--- config.mk ---
export PLATFORM = sky130hd
export DESIGN_NAME = seg7_capture_decoder
export DESIGN_NICKNAME = d
export VERILOG_FILES = /design/src/rtl/seg7_capture_decoder.sv
export SDC_FILE = /design/constraint.sdc
export NUM_CORES = 1
export LEC_CHECK = 0
export ABC_AREA = 1
export CORE_MARGIN = 8
export CORE_UTILIZATION = 50
export DETAILED_ROUTE_END_ITERATION = 7
export PLACE_DENSITY = 0.74
export SYNTH_ARGS = -nofsm -noshare
export SYNTH_HDL_FRONTEND = slang
export SYNTH_SLANG_ARGS = --single-unit
export TNS_END_PERCENT = 5
--- constraint.sdc ---
create_clock -name clk -period 2.55 [get_ports clk]
set_clock_uncertainty 0.2 [all_clocks]
set_input_delay 0.51 -clock clk [delete_from_list [all_inputs] [get_ports clk]]
set_output_delay 0.51 -clock clk [all_outputs]
set_load 0.02 [all_outputs]
--- src/rtl/seg7_capture_decoder.sv ---
// seg7_capture_decoder
//   Reads a multiplexed 7-segment drive bus and recovers the hex digit shown
//   on each display position. Each sample is registered, routed to its
//   digit's filter, held until stable, then checked against the hex glyph
//   table and committed.
// Ports:
//   clk          rising-edge clock
//   reset        synchronous active-high reset
//   seg[6:0]     segment drive a..g (seg[6]=a ... seg[0]=g), active-high
//   digit_sel    one-hot position strobe for the current seg value
//   sample_en    qualifies seg/digit_sel this cycle
//   hex_out      committed hex value; digit i at [4i+3:4i]
//   digit_valid  sticky: digit holds a committed legal glyph
//   digit_err    sticky: last commit for the digit was an illegal pattern
//   update       one-cycle pulse on any commit
//   update_idx   committed digit index (valid while update=1)
//   sel_err      one-cycle pulse for a sample with a non-one-hot digit_sel

// Per-digit stability filter and glyph decoder.
//   hit     a captured sample targets this digit this cycle
//   pat     captured segment pattern
//   hex     committed value, valid/err sticky flags
//   commit  combinational: this hit completes stability (registered by top)
module seg7_digit_filter #(
  parameter int STABLE_COUNT = 3
) (
  input  logic       clk,
  input  logic       reset,
  input  logic       hit,
  input  logic [6:0] pat,
  output logic [3:0] hex,
  output logic       valid,
  output logic       err,
  output logic       commit
);
  localparam logic [3:0] SC = 4'(STABLE_COUNT);

  logic [6:0] last_pat;
  logic [3:0] cnt, cnt_nxt;
  logic       match, sat, legal;
  logic [3:0] dec;

  always_comb begin
    match   = (pat == last_pat);
    sat     = (cnt == SC);
    cnt_nxt = match ? (sat ? cnt : cnt + 4'd1) : 4'd1;
    // A saturated run of the same pattern never recommits; a reload to 1
    // commits only when SC is 1.
    commit  = hit && (cnt_nxt == SC) && !(match && sat);
  end

  always_comb begin
    legal = 1'b1;
    dec   = 4'h0;
    case (pat)
      7'b1111110: dec = 4'h0;
      7'b0110000: dec = 4'h1;
      7'b1101101: dec = 4'h2;
      7'b1111001: dec = 4'h3;
      7'b0110011: dec = 4'h4;
      7'b1011011: dec = 4'h5;
      7'b1011111: dec = 4'h6;
      7'b1110000: dec = 4'h7;
      7'b1111111: dec = 4'h8;
      7'b1111011: dec = 4'h9;
      7'b1110111: dec = 4'hA;
      7'b0011111: dec = 4'hB;
      7'b1001110: dec = 4'hC;
      7'b0111101: dec = 4'hD;
      7'b1001111: dec = 4'hE;
      7'b1000111: dec = 4'hF;
      default:    legal = 1'b0;
    endcase
  end

  always_ff @(posedge clk) begin
    if (reset) begin
      last_pat <= '0;
      cnt      <= '0;
      hex      <= '0;
      valid    <= 1'b0;
      err      <= 1'b0;
    end else if (hit) begin
      last_pat <= pat;
      cnt      <= cnt_nxt;
      if (commit) begin
        if (legal) begin
          hex   <= dec;
          valid <= 1'b1;
          err   <= 1'b0;
        end else begin
          err   <= 1'b1;
        end
      end
    end
  end
endmodule

module seg7_capture_decoder #(
  parameter int NUM_DIGITS   = 4,
  parameter int STABLE_COUNT = 3
) (
  input  logic                    clk,
  input  logic                    reset,
  input  logic [6:0]              seg,
  input  logic [NUM_DIGITS-1:0]   digit_sel,
  input  logic                    sample_en,
  output logic [4*NUM_DIGITS-1:0] hex_out,
  output logic [NUM_DIGITS-1:0]   digit_valid,
  output logic [NUM_DIGITS-1:0]   digit_err,
  output logic                    update,
  output logic [2:0]              update_idx,
  output logic                    sel_err
);
  localparam int STAGES = 1;

  typedef struct packed {
    logic [6:0] pat;
    logic [2:0] idx;
  } smp_t;

  smp_t                            s1;
  logic [STAGES-1:0]               vld_pipe;
  logic [2:0]                      sel_idx;
  logic                            sel_oh;
  logic [NUM_DIGITS-1:0]           hit, commit;
  logic [NUM_DIGITS-1:0][3:0]      hex_q;

  always_comb begin
    sel_idx = '0;
    for (int i = 0; i < NUM_DIGITS; i++)
      if (digit_sel[i]) sel_idx = 3'(i);
    sel_oh = ($countones(digit_sel) == 1);
  end

  // Stage 1: capture; bad strobes are flagged and dropped here.
  always_ff @(posedge clk) begin
    if (reset) begin
      vld_pipe   <= '0;
      s1         <= '0;
      sel_err    <= 1'b0;
      update     <= 1'b0;
      update_idx <= '0;
    end else begin
      vld_pipe[0] <= sample_en && sel_oh;
      sel_err     <= sample_en && !sel_oh;
      if (sample_en && sel_oh) s1 <= '{pat: seg, idx: sel_idx};
      // Only one digit can commit per cycle, so s1.idx names it.
      update <= |commit;
      if (|commit) update_idx <= s1.idx;
    end
  end

  // Stage 2: per-digit filters.
  for (genvar k = 0; k < NUM_DIGITS; k++) begin : g_dig
    assign hit[k] = vld_pipe[0] && (s1.idx == 3'(k));
    seg7_digit_filter #(.STABLE_COUNT(STABLE_COUNT)) u_flt (
      .clk    (clk),
      .reset  (reset),
      .hit    (hit[k]),
      .pat    (s1.pat),
      .hex    (hex_q[k]),
      .valid  (digit_valid[k]),
      .err    (digit_err[k]),
      .commit (commit[k])
    );
  end

  assign hex_out = hex_q;
endmodule

* After elaboration in Yosys (flattened, before gate mapping)
Index checks and enable logic that the tools add are counted.
Widths: inputs -> output; s select.
** Word-level totals
- Logic and storage cells :: 113
- Input bits :: 14
- Output and inout port bits :: 29
- Flip-flop bits (word level) :: 84
** Operators by class
- Add/subtract/negate cells :: 7
- Equal/unequal tests :: 32
- Multiplexer cells :: 14
- Reduce and logical (&&, ||, !) cells :: 34
** Operators with widths (number)
- $eq 7x7->1 const B :: 12
- $pmux 4 s15 :: 1
- $eq 4x2->1 const B :: 8
- $mux 4 :: 8
- $eq 7x7->1 :: 4
- $eq 7x6->1 const B :: 3
- $logic_and 1x1->1 :: 18
- $add 4x1->4 const B :: 4
- $reduce_or 16->1 :: 1
- $reduce_and 3->1 :: 4
- $reduce_and 2->1 :: 4
- $eq 7x5->1 const B :: 1
- $eq 3x1->1 const B :: 2
- $eq 3x2->1 const B :: 2
- $mux 3 :: 2
- $logic_not 1->1 :: 5
- $add 1x1->2 :: 2
- $reduce_or 4->1 :: 1
- $add 2x2->3 :: 1
- $logic_not 3->1 :: 1
- $mux 1 :: 3

* Depth between registers and ports, before layout
- Depth in word-level cells :: 7
- Gate-level depth with buffers :: 15
- Mapped depth without buffers :: 14

* Cells and area by module
A second synthesis with hierarchy kept.
** Unflattened totals
- Cell total of the unflattened synthesis :: 883
- Area, all modules :: 5376.4 sq um
** By module, submodules not included
- seg7_digit_filter :: cells an instance 195, area each 1162.4 sq um, seq. area each 340.3 sq um, times used 4
- seg7_capture_decoder :: cells an instance 103, area each 726.9 sq um, seq. area each 280.3 sq um, times used 1

* Least setup slack after synthesis
Ideal clock, no wire load.
- Path type :: input to register
- Start point :: in digit_sel[0]
- End point :: reg s1[1] (netlist bit)
- Setup time :: 0.133 ns
- Buffers on the path :: 1
- Stages :: 10
- Data required time :: 2.217 ns
- Arrival time :: 2.340 ns
- Slack :: -0.122 ns
- Cells stage by stage :: inv_1 -> fa_1 -> inv_1 -> ha_1 -> ha_1 -> nor3b_1 -> nand2_1 -> clkbuf_1 -> nand2_1 -> a21oi_1
** On the way
- Longest elaborated chain between the ends :: 4
** Ends and longest elaborated chain
- start, declared :: RTL line 106 : input logic [NUM_DIGITS-1:0] digit_sel,
- $add 1x1->2 (implied by the code) :: RTL line 133 : sel_oh = ($countones(digit_sel) == 1);
- $add 2x2->3 (implied by the code) :: RTL line 133
- $eq 3x1->1 :: RTL line 133
- $logic_and 1x1->1 :: RTL line 147 : if (sample_en && sel_oh) s1 <= '{pat: seg, idx: sel_idx};
- end signal, assigned :: RTL line 147
- end, declared :: RTL line 122 : smp_t s1;
No other way between the ends.
A chain may end at the register's enable or synchronous reset.

* Final worst setup path
- Start point :: in digit_sel[3]
- End point :: reg s1[4] (netlist bit)
Same word-level chain as after synthesis.

==> results.md <==
- Synthesized instance count: 630
- Fin Hold WS: 258 ps
- Fin crit share: 0.975
- Share of cells above drive strength 1: 0.136
- Largest cells by area after synthesis: dfxtp_1 (37%), nand2_1 (12%), a21oi_1 (7.2%)
- R2R Setup Slk: between 200 and 300 ps
- Path type of the worst setup path: in2reg
- CTS buffer count: 9
- Sequential area share after synthesis: 0.374
- Async SR Flop Fraction: 0
- Cell taking the most area after synthesis: dfxtp_1
- Starting DRC count in detailed routing: 276
- # diodes: 0
- Setup crit end kind: flip-flop
- CTS sink count: 82
- Number of flops mapped to enable cells by yosys: 0
- Fin Setup TNS: 0 ps
- Flops & latches, synth: 82
- Mapped Area: 4390 µm²
- Gr ovfl total: 0
- Worst Tran Pin Value: 539 ps
- Endpoints failing setup: 0
- Die width: 110 µm
- Critical Path AT: about 2500 ps
- CTS tree: done
- Vias in the first global route: 3876
- Clk pwr share: 0.326
- Root Driver: clkbuf_8
- Reg clk slew, reported paths: ~90 ps
- Most used routing layer: met2
- Cell Rows: 34
- P&R area growth vs syn: 17.2%
- Worst path max stage delay: 550 ps
- Sw frac: 0.315
- CTS max path bufs: 2
- IO Count: 43
- Mapped Avg Cell Area: 6.97 µm²
- Net Switching: approximately 870 µW
- Grt met3 use: 0.0381
- Status: finished clean
- Gpl congestion: 0.896
- Post-CTS setup buffer count: 0
- Nets: 691
- Pre-CTS setup slack: -574 ps
- Startpoint Class: input port
- Gr usage total: 0.184
- Syn Nets: about 650
- Detail Route Antenna Nets: 0
- Starting density of the core: 0.509
- H-tree levels: 3
- Wire per inst: 13.7 µm
- DRC viols: 0
- Main flop type after synthesis: dfxtp_1
- Setup WS post-layout: about 63 ps
- Fin area: 5150 µm²
- Leak: ~0.0023 µW
- DIE HEIGHT: about 110 µm
- Max_slew headroom: 0.638
- Max-cap violations: 0
- Routed vias/inst: 5.26
- Met1 usage: 0.222
- Slew Viols, Final: 0
- Fin. Hold Viols: 0
- Yosys cell types: 38
- Detailed Place HPWL: 7560 µm
- Max IR drop VDD: 0.000399 V
- Final WL: 10700 µm
- Fin crit period: 2490 ps
- Unrepaired setup endpoints after global routing: false
- Crit-path slowest cell: fa_1
- Power density over the cells: around 530 nW/µm²
- Pre-antenna DRT Iters: 5
- Crit-path cells: dlygate4sd2_1, inv_2, fa_1, inv_1, ha_2, ha_4, nor3b_4, nand2_4, o21ai_2, a21oi_2
- Fmax: approximately 400 MHz
- Worst endpoint required time: about 2600 ps
- CP max FO: 7
- Warnings from Yosys: 0
- Hold Crit Class: reg2reg
- Flop pwr share: 0.492
- P_int: 1880 µW
- Buf+Inv Stages, Crit Path: 3
- Clock latency on the worst-skew pair: 360 ps
- Vias: 4122
- Top-area cell type share of the netlist area: 0.374
- First-pass GRT wire length: roughly 18000 µm
- Met2 Usage GRT: 0.314
- Port Buf Inserts: 41
- Largest net degree at the start of global routing: 63
- Crit path max-delay family: adder cells
- Initial antenna violation count: 0
- Placed Area: just under 5000 µm²
- DIE AREA: 12000 µm²
- Combinational Power Share: 0.182
- Core box area: 8640 µm²
==> timing repair <==
item                                    CTS  global route
gates resized for setup                   9            19
cloned                                    1             0
pin swaps                                 3             7
hold buffers                              0             0
endpoints found under the setup margin   10            10
==> kinds of logic after synthesis <==
| logic type | count (synthesis) | synth area share |
|---|---|---|
| and+or+nand+nor | 273 | 0.287 |
| AOI/OAI and AO/OA | 136 | 0.169 |
| buffers and inverters | 118 | 0.122 |
| DFF | 82 | 0.374 |
| xor gates and xnor gates | 13 | 0.0259 |
| adders and majority gates | 7 | 0.0217 |
| other | 1 | 0.000854 |
==> power groups by stage <==
| stage | sequential, µW | combinational (µW) | clock, µW |
|---|---|---|---|
| global route | 1360 | 554 | 975 |
| finish | 1350 | 502 | 897 |
| floorplan | 1360 | 349 | 0 |
| global placement | 1380 | 453 | 0 |
| detailed placement | 1380 | 465 | 0 |
| CTS | 1350 | 483 | 913 |
==> per-stage QoR <==
step | instances | util | power (µW)
final | 783 | 0.596 | 2750
after global routing | 783 | 0.596 | 2890
after CTS | 783 | 0.591 | 2750
after detailed placement | 766 | 0.566 | 1850
after global placement | 766 | 0.566 | 1830
after floorplan | 630 | - | 1710
==> cell usage after synthesis, types with 2 or more instances <==
master,n
a211oi_1,7
a21oi_1,63
buf_4,12
buf_6,6
clkbuf_1,13
clkinv_1,2
dfxtp_1,82
ha_1,6
inv_1,74
inv_2,10
nand2_1,143
nand2_2,5
nand3_1,32
nand3_2,4
nand4_1,9
nand4_2,2
nor2_1,54
nor2_2,5
nor2_4,6
nor3_1,4
nor3_2,5
o211a_1,3
o21ai_0,54
o21ai_1,4
xnor2_1,8
xor2_1,5
==> flip-flops by register name, indices dropped and copies added, names as in the netlist <==
signal                flops
g_dig.u_flt.last_pat     28
g_dig.u_flt.valid         4
g_dig.u_flt.err           4
g_dig.u_flt.cnt          16
s1                        9
update_idx                2
g_dig.u_flt.hex          16
vld_pipe                  1
sel_err                   1
update                    1
==> cell usage in the layout, fill, tap and decap left out, types with 5 or more instances in the layout <==
cell             count
a21oi_1             58
inv_1               71
nor2_4               6
nand3_1             32
inv_2               13
nand4_1              9
buf_4               17
o21ai_1              8
a211oi_1             7
xnor2_1              8
nor2_1              54
nand2_2              5
clkdlybuf4s50_1     38
xor2_1               5
nand2_1            142
a21oi_2              5
nor3_2               5
nor2_2               5
clkbuf_8            10
o21ai_0             47
dfxtp_1             82
==> routing by layer <==
metal | vias up | wire (µm) | share of wire
li1 | 2106 | - | -
met1 | 1896 | 4720 | 0.44
met2 | 94 | 5140 | 0.48
met3 | 26 | 628 | 0.058
met4 | 0 | 253 | 0.024
met5 | - | 0 | 0
==> worst reg2reg max path, stage by stage (launching register included) <==
cell	delay, ps
dfxtp_1	610
inv_2	230
nand2_1	100
nand2_1	50
nor2_1	90
nand2_1	90
nor2_4	150
nand4_1	150
nor2_4	200
nand2_2	130
o21ai_1	140
nor2_1	50
==> cell type report <==
class	instances	area, µm²
Clock buffer	10	138
Clock inverter	6	47.5
Fill cell	772	3490
Inverter	86	323
Multi-Input combinational cell	431	2290
Sequential cell	82	1640
Tap cell	108	135
Timing Repair Buffer	60	573
==> path summary, 6_finish.rpt <==
kind	startpoint	to	cells after the start
max	digit_sel[3]	s1[4]$_SDFFE_PP0P_	10
min	g_dig[1].u_flt.valid$_SDFFE_PP0P_	g_dig[1].u_flt.valid$_SDFFE_PP0P_	2
max reg2reg	s1[9]$_SDFFE_PP0P_	g_dig[1].u_flt.hex[3]$_SDFFE_PP0P_	11
min reg2reg	g_dig[1].u_flt.valid$_SDFFE_PP0P_	g_dig[1].u_flt.valid$_SDFFE_PP0P_	2
No activity file was read; power rests on OpenSTA's default activity.
